===== config.mk =====
export PLATFORM = sky130hd
export DESIGN_NAME = jsn_phase_ctrl
export DESIGN_NICKNAME = d
export VERILOG_FILES = /design/src/rtl/jsn_pkg.sv /design/src/rtl/jsn_rate_div.sv /design/src/rtl/jsn_phase_ctrl.sv
export SDC_FILE = /design/constraint.sdc
export NUM_CORES = 1
export LEC_CHECK = 0
export CAP_MARGIN = 10
export CORE_ASPECT_RATIO = 0.75
export CORE_MARGIN = 3
export CORE_UTILIZATION = 49
export CTS_CLUSTER_DIAMETER = 100
export DETAILED_ROUTE_END_ITERATION = 8
export PLACE_DENSITY = 0.9
export SLEW_MARGIN = 20
export SYNTH_ARGS = -nofsm -noshare
export SYNTH_HDL_FRONTEND = slang
export SYNTH_SLANG_ARGS = --single-unit

===== constraint.sdc =====
create_clock -name clk -period 2.3 [get_ports clk]
set_clock_uncertainty 0.2 [all_clocks]
set_input_delay 0.575 -clock clk [delete_from_list [all_inputs] [get_ports clk]]
set_output_delay 0.575 -clock clk [all_outputs]
set_load 0.1 [all_outputs]

===== src/rtl/jsn_pkg.sv =====
// Shared types and helpers for the Johnson phase sequencer.
// jsn_next is width-generic so the top can use it for any WIDTH up to 32.
package jsn_pkg;

    typedef enum logic [1:0] {
        IDLE = 2'd0,
        RUN  = 2'd1,
        DONE = 2'd2
    } jsn_state_t;

    localparam logic DIR_FWD = 1'b0;
    localparam logic DIR_REV = 1'b1;

    // Next Johnson code for a register of 'width' bits held in the low bits of cur.
    function automatic logic [31:0] jsn_next(input logic [31:0] cur,
                                             input int          width,
                                             input logic        dir);
        logic [31:0] mask;
        logic [31:0] msb_v;
        logic [31:0] nxt;
        mask  = (width >= 32) ? '1 : ((32'h1 << width) - 32'h1);
        msb_v = cur >> (width - 1);
        if (dir == DIR_FWD) begin
            nxt = ((cur << 1) | {31'b0, ~msb_v[0]}) & mask;
        end else begin
            nxt = (cur >> 1) | ({31'b0, ~cur[0]} << (width - 1));
        end
        return nxt;
    endfunction

endpackage


===== src/rtl/jsn_rate_div.sv =====
// Reloadable down-counter that paces phase steps.
// tick is high while the count is zero; the counter reloads on the enabled tick cycle.
module jsn_rate_div #(
    parameter int DIV_W = 4
) (
    input  logic             clk,
    input  logic             rst,
    input  logic             load,
    input  logic [DIV_W-1:0] load_val,
    input  logic             en,
    input  logic [DIV_W-1:0] reload_val,
    output logic             tick
);

    logic [DIV_W-1:0] count_q;
    logic [DIV_W-1:0] count_d;

    always_comb begin
        count_d = count_q;
        if (load) begin
            count_d = load_val;
        end else if (en) begin
            count_d = (count_q == '0) ? reload_val : count_q - 1'b1;
        end
    end

    always_ff @(posedge clk) begin
        if (rst) begin
            count_q <= '0;
        end else begin
            count_q <= count_d;
        end
    end

    assign tick = (count_q == '0);

endmodule


===== src/rtl/jsn_phase_ctrl.sv =====
// Command-driven Johnson phase sequencer: steps a retained phase register
// a programmed number of times at a programmed rate, with pause and abort.
module jsn_phase_ctrl
    import jsn_pkg::*;
#(
    parameter int WIDTH = 4,
    parameter int CNT_W = 8,
    parameter int DIV_W = 4
) (
    input  logic             clk,
    input  logic             rst,
    input  logic             cmd_valid,
    output logic             cmd_ready,
    input  logic [CNT_W-1:0] cmd_steps,
    input  logic             cmd_dir,
    input  logic [DIV_W-1:0] cmd_div,
    input  logic             pause,
    input  logic             abort,
    output logic [WIDTH-1:0] phase,
    output logic             busy,
    output logic             done,
    output logic             aborted,
    output logic [CNT_W-1:0] steps_left
);

    jsn_state_t       state_q, state_d;
    logic [WIDTH-1:0] phase_q, phase_d;
    logic [CNT_W-1:0] steps_left_q, steps_left_d;
    logic             dir_q, dir_d;
    logic [DIV_W-1:0] div_q, div_d;
    logic             aborted_q, aborted_d;

    logic             div_load;
    logic             div_en;
    logic             div_tick;
    logic [31:0]      next_full;
    logic [WIDTH-1:0] phase_step;

    jsn_rate_div #(.DIV_W(DIV_W)) u_rate_div (
        .clk        (clk),
        .rst        (rst),
        .load       (div_load),
        .load_val   (cmd_div),
        .en         (div_en),
        .reload_val (div_q),
        .tick       (div_tick)
    );

    always_comb begin
        next_full  = jsn_next(32'(phase_q), WIDTH, dir_q);
        phase_step = next_full[WIDTH-1:0];
    end

    always_comb begin
        state_d      = state_q;
        phase_d      = phase_q;
        steps_left_d = steps_left_q;
        dir_d        = dir_q;
        div_d        = div_q;
        aborted_d    = aborted_q;
        div_load     = 1'b0;
        div_en       = 1'b0;

        case (state_q)
            IDLE: begin
                if (cmd_valid) begin
                    dir_d        = cmd_dir;
                    div_d        = cmd_div;
                    steps_left_d = cmd_steps;
                    aborted_d    = 1'b0;
                    div_load     = 1'b1;
                    state_d      = (cmd_steps == '0) ? DONE : RUN;
                end
            end
            RUN: begin
                if (abort) begin
                    state_d   = DONE;
                    aborted_d = 1'b1;
                end else if (!pause) begin
                    // Divider runs only here, so pause and abort freeze it too.
                    div_en = 1'b1;
                    if (div_tick) begin
                        phase_d = phase_step;
                        if (steps_left_q != '0) begin
                            steps_left_d = steps_left_q - 1'b1;
                        end
                        if (steps_left_q <= CNT_W'(1)) begin
                            state_d   = DONE;
                            aborted_d = 1'b0;
                        end
                    end
                end
            end
            DONE: begin
                state_d = IDLE;
            end
            default: begin
                state_d = IDLE;
            end
        endcase
    end

    always_ff @(posedge clk) begin
        if (rst) begin
            state_q      <= IDLE;
            phase_q      <= '0;
            steps_left_q <= '0;
            dir_q        <= DIR_FWD;
            div_q        <= '0;
            aborted_q    <= 1'b0;
        end else begin
            state_q      <= state_d;
            phase_q      <= phase_d;
            steps_left_q <= steps_left_d;
            dir_q        <= dir_d;
            div_q        <= div_d;
            aborted_q    <= aborted_d;
        end
    end

    assign cmd_ready  = (state_q == IDLE);
    assign busy       = (state_q != IDLE);
    assign done       = (state_q == DONE);
    assign aborted    = aborted_q;
    assign phase      = phase_q;
    assign steps_left = steps_left_q;

endmodule

# --- Word-level counts from Yosys, hierarchy flattened ---
# Index checks and enable logic that the tools add are counted.
op_classes:
  n_bitwise: 6
  reduce_logical: 12
  n_lt_le_gt_ge: 1
  mul: 0
  muxes: 28
  shifts: 0
  n_eq_ne: 10
  div: 0
  addsub: 2
ops:
  columns: ["op", "count"]
  rows:
  - ["$mux W8", 5]
  - ["$mux W4", 4]
  - ["$pmux W8 S2", 1]
  - ["$mux W2", 6]
  - ["$mux W1", 10]
  - ["$ne A2 B2 Y1 const B", 5]
  - ["$ne A3 B3 Y1 const B", 3]
  - ["$le A8 B1 Y1 const B", 1]
  - ["$logic_not A8 Y1", 1]
  - ["$reduce_and A4 Y1", 2]
  - ["$reduce_bool A8 Y1", 1]
  - ["$sub A8 B1 Y8 const B", 1]
  - ["$reduce_and A6 Y1", 1]
  - ["$reduce_bool A2 Y1", 3]
  - ["$reduce_and A5 Y1", 1]
  - ["$logic_not A4 Y1", 1]
  - ["$not A1 Y1", 4]
  - ["$or A3 B4 Y4", 1]
  - ["$or A4 B1 Y4", 1]
  - ["$pmux W2 S2", 1]
  - ["$sub A4 B1 Y4 const B", 1]
  - ["$eq A2 B1 Y1 const B", 1]
  - ["$eq A2 B2 Y1 const B", 1]
  - ["$logic_not A2 Y1", 1]
  - ["other kinds (2)", 2]
word_totals:
  latch_bits: 0
  mem_bits_ro: 0
  mem_count: 0
  reg_bits: 24
  output_inout_bits: 16
  elab_cells: 66
  mem_bits_rw: 0

# --- Logic depth before layout (Yosys ltp) ---
depth:
  word_depth: 6
  ltp_mapped: 7

# --- By module ---
# A second synthesis with hierarchy kept.
unflattened:
  cells_unflattened: 175
  area_unflattened_um2: 1465.2
modules_own_cells:
  columns: ["module", "cells_per_inst", "n_inst", "seq_area_each_um2", "area_per_inst_um2"]
  rows:
  - ["jsn_phase_ctrl", 141, 1, 400.4, 1177.4]
  - ["jsn_rate_div", 34, 1, 80.1, 287.8]

# --- Least setup slack after synthesis ---
# Ideal clock, no wire load.
synth_path:
  kind: "register to output"
  start: "register state_q[1]"
  end: "output busy"
  t_arrival_ns: 2.719
  path_stages_with_launch: 4
  path_slack_ns: -1.194
  t_required_ns: 1.525
  path_cell_list: "dfxtp_1 > clkbuf_1 > nor2_1 > inv_1"
synth_via:
  elab_chain_cells: 1
synth_lines:
  columns: ["element", "line_no", "rtl"]
  rows:
  - ["start, declared", "jsn_phase_ctrl.sv:26", "jsn_state_t state_q, state_d;"]
  - ["start signal, assigned", "jsn_phase_ctrl.sv:112", "state_q <= state_d;"]
  - ["$reduce_bool A2 Y1", "jsn_phase_ctrl.sv:122", "assign busy = (state_q != IDLE);"]
  - ["end, declared", "jsn_phase_ctrl.sv:20", "output logic busy,"]
# No other way between the ends.

# --- Final worst setup path ---
layout_path:
  start: "register steps_left_q[1] (netlist: steps_left[1])"
  end: "register steps_left_q[0] (netlist: steps_left[0])"
layout_via:
  elab_chain_cells: 3
layout_lines:
  columns: ["element", "line_no", "rtl"]
  rows:
  - ["start, declared", "jsn_phase_ctrl.sv:28", "logic [CNT_W-1:0] steps_left_q, steps_left_d;"]
  - ["start signal, assigned", "jsn_phase_ctrl.sv:114", "steps_left_q <= steps_left_d;"]
  - ["$reduce_bool A8 Y1", "jsn_phase_ctrl.sv:84", "if (steps_left_q != '0) begin"]
  - ["$ne A2 B2 Y1 (no source line)", null, null]
  - ["$reduce_and A6 Y1 (no source line)", null, null]
# No other way between the ends.
# A chain may end at the register's enable or synchronous reset.

==> results.md <==
- Status: completed
- # IOs: 34
- Vias in the first global route: 1419
- Top cells by area, synth: dfxtp_1 35%, a21oi_1 8.7%, nand2_1 6.8%
- Clock net sink count: 24
- Hold slack: 267 ps
- Hpwl dp: 3060 um
- Max Cap Viol: 0
- DIE AREA: 3510 sq um
- Std-Cell Rows: 16
- Initial DRT Pass Iterations: 4
- Count of input and output buffers: 33
- Comb pwr share: 44.6%
- P_int: 0.981 mW
- Layout area overhead: 45.9%
- Peak supply drop: 508 uV
- Lkg Pwr: 0.755 nW
- Worst slew margin relative to its limit: 47.4%
- Reg power frac: 32.4%
- Crit path kind: reg -> reg
- Post-CTS Hold Fix Bufs: 0
- Post-route DRC violation count: 0
- Layout cells sized above 1: 21.0%
- Final WS setup: 145 ps
- Hold Crit Depth: 2
- CTS tree: built
- Root buf cell: clkbuf_8
- Worst Path Max Fanout: 7
- RSZ-0062 raised after global routing: false
- Post-synth cell types: 38
- Avg Inst Size Synth: 7.80 sq um
- Worst-Margin Slew: 781 ps
- Req. time, crit path: 2310 ps
- Yosys Warn Count: 0
- Die X-Extent: 67.4 um
- # fillers: 174
- NetSw: 0.648 mW
- Largest net degree at the start of global routing: 20
- Synth Flop Type: dfxtp_1
- Post_cts resized: 0
- Fmax: 464 MHz
- Total wire length: 4080 um
- Gate Count Post-Synth: 178
- Switching Share: 39.8%
- Nature of the critical path startpoint: register
- CTS max path bufs: 2
- Mapped Area: 1390 sq um
- Async SR Flop Fraction: 0%
- Drt via density: 6.05
- Period utilisation layout: 93.7%
- Final antenna-violating net count: 0
- Worst Reg-to-Reg Cells: 6
- Post-synthesis register bit count: 24
- Post-synth net total: 199
- Post-synthesis sequential area ratio: 34.6%
- Starting Density: 52.1%
- Htree depth: 1
- CTS buffer count: 3
- Reg clk slew, reported paths: 90 ps
- Routability cong.: 0.959
- Core area: 2660 sq um
- Dpl ws: -65.0 ps
- Die span in y: 52.1 um
- Inserted Diodes: 0
- Worst EP arrival: 2170 ps
- Yosys top cell by area: dfxtp_1
- Cell with the most instances after synthesis: nand2_1
- Power per cell area: 805 nW/um^2
- Fin crit period: 2150 ps
- Top post-synthesis cells by count: 25 x nand2_1, 24 x a21oi_1, 24 x dfxtp_1, 17 x nor2_1, 9 x clkbuf_1
- GR Util All Layers: 24.7%
- Post-synth EDFFs: 0
- Routed wire per std cell: 16.3 um
- Final setup violation count: 0
- Clock power share: 23.0%
- Vias: 1513
- Synth top area share: 34.6%
- Postcts setup bufs: 0
- Global-route wire length before repair: 6510 um
- Hold Crit Class: reg -> reg
- Initial DRC count: 120
- Max Slew Vio Count: 0
- Fin. Hold Viols: 0
- Initial antenna violation count: 0
- Clk_lat worst skew: 270 ps
- GR Overflow Total: 0
- Nets: 236
- Setup crit end kind: register
==> area by class of cell <==
| cell class | count | area (sq um) | share of cell area (%) |
|---|---|---|---|
| tap | 36 | 45.0 | 2.22 |
| clock buffer | 3 | 41.3 | 2.04 |
| inverter | 7 | 26.3 | 1.30 |
| clock inverter | 1 | 30.0 | 1.48 |
| timing repair buffer | 44 | 561 | 27.7 |
| multi-input combinational | 135 | 836 | 41.3 |
| sequential | 24 | 485 | 24.0 |
==> kinds of logic after synthesis <==
logic type | after synthesis | share of synthesized area [%]
buf+inv | 19 | 5.86
simple gates | 73 | 27.2
mux | 4 | 2.89
compound gates | 55 | 26.7
flops | 24 | 34.6
fa+ha+maj | 3 | 2.71
==> critical path, cell delays in order, from the launching register on <==
cell      delay [ps]
dfxtp_2          370
inv_1             90
ha_1             240
or3b_4           440
o211ai_4         220
and2_1           320
o221a_1          240
==> metal layers <==
layer  up-vias  track usage [%]  wire length, um
met2        70             43.4             2070
met1       714             30.5             1620
met5         -                0                0
met3        11             5.62              318
met4         0             6.06               78
li1        718                -                -
==> worst paths after layout <==
| kind | start | endpoint | slack, ps |
|---|---|---|---|
| setup / recovery | steps_left[1] | steps_left[0] | 150 |
| hold / removal | aborted | aborted | 270 |
| setup reg to reg | steps_left[1] | steps_left[0] | 150 |
| hold reg to reg | aborted | aborted | 270 |
==> registers in the layout, indices dropped and copies added (netlist names) <==
| signal | count |
|---|---|
| state_q | 2 |
| phase | 4 |
| u_rate_div.count_q | 4 |
| aborted | 1 |
| dir_q | 1 |
| div_q | 4 |
| steps_left | 8 |
==> cells in the final DEF, fill, tap and decap left out, drive strengths merged, types with 3 or more instances in the layout <==
cell | Yosys | layout
mux2i | 4 | 4
inv | 7 | 7
a211oi | 3 | 3
dfxtp | 24 | 24
nor2 | 17 | 17
o21ai | 5 | 5
nand2 | 25 | 25
o211ai | 3 | 3
clkbuf | 9 | 3
clkdlybuf4s50 | 0 | 17
o32ai | 6 | 6
nor3 | 4 | 4
ha | 3 | 3
and3 | 3 | 3
a31oi | 4 | 4
nor2b | 4 | 4
buf | 3 | 27
a21oi | 24 | 24
nor4 | 4 | 4
nor3b | 6 | 6
==> power by group through the flow <==
| stage | clock network (mW) | registers [mW] | logic [mW] |
|---|---|---|---|
| floorplan | 0 | 0.660 | 0.341 |
| global placement | 0 | 0.533 | 0.691 |
| detailed placement | 0 | 0.537 | 0.716 |
| CTS | 0.378 | 0.527 | 0.721 |
| global route | 0.398 | 0.536 | 0.763 |
| finish | 0.374 | 0.528 | 0.726 |
==> through the flow <==
stage	utilization [%]	instance area [sq um]	power [mW]	std cells	TNS, ps
floorplan	-	1400	1.00	178	-63.8
global placement	73.4	1950	1.22	246	-82.8
detailed placement	73.4	1950	1.25	246	-340
CTS	76.0	2020	1.62	250	0
global route	76.0	2020	1.70	250	0
finish	76.0	2020	1.63	250	0
(Power assumes the default switching activity.)
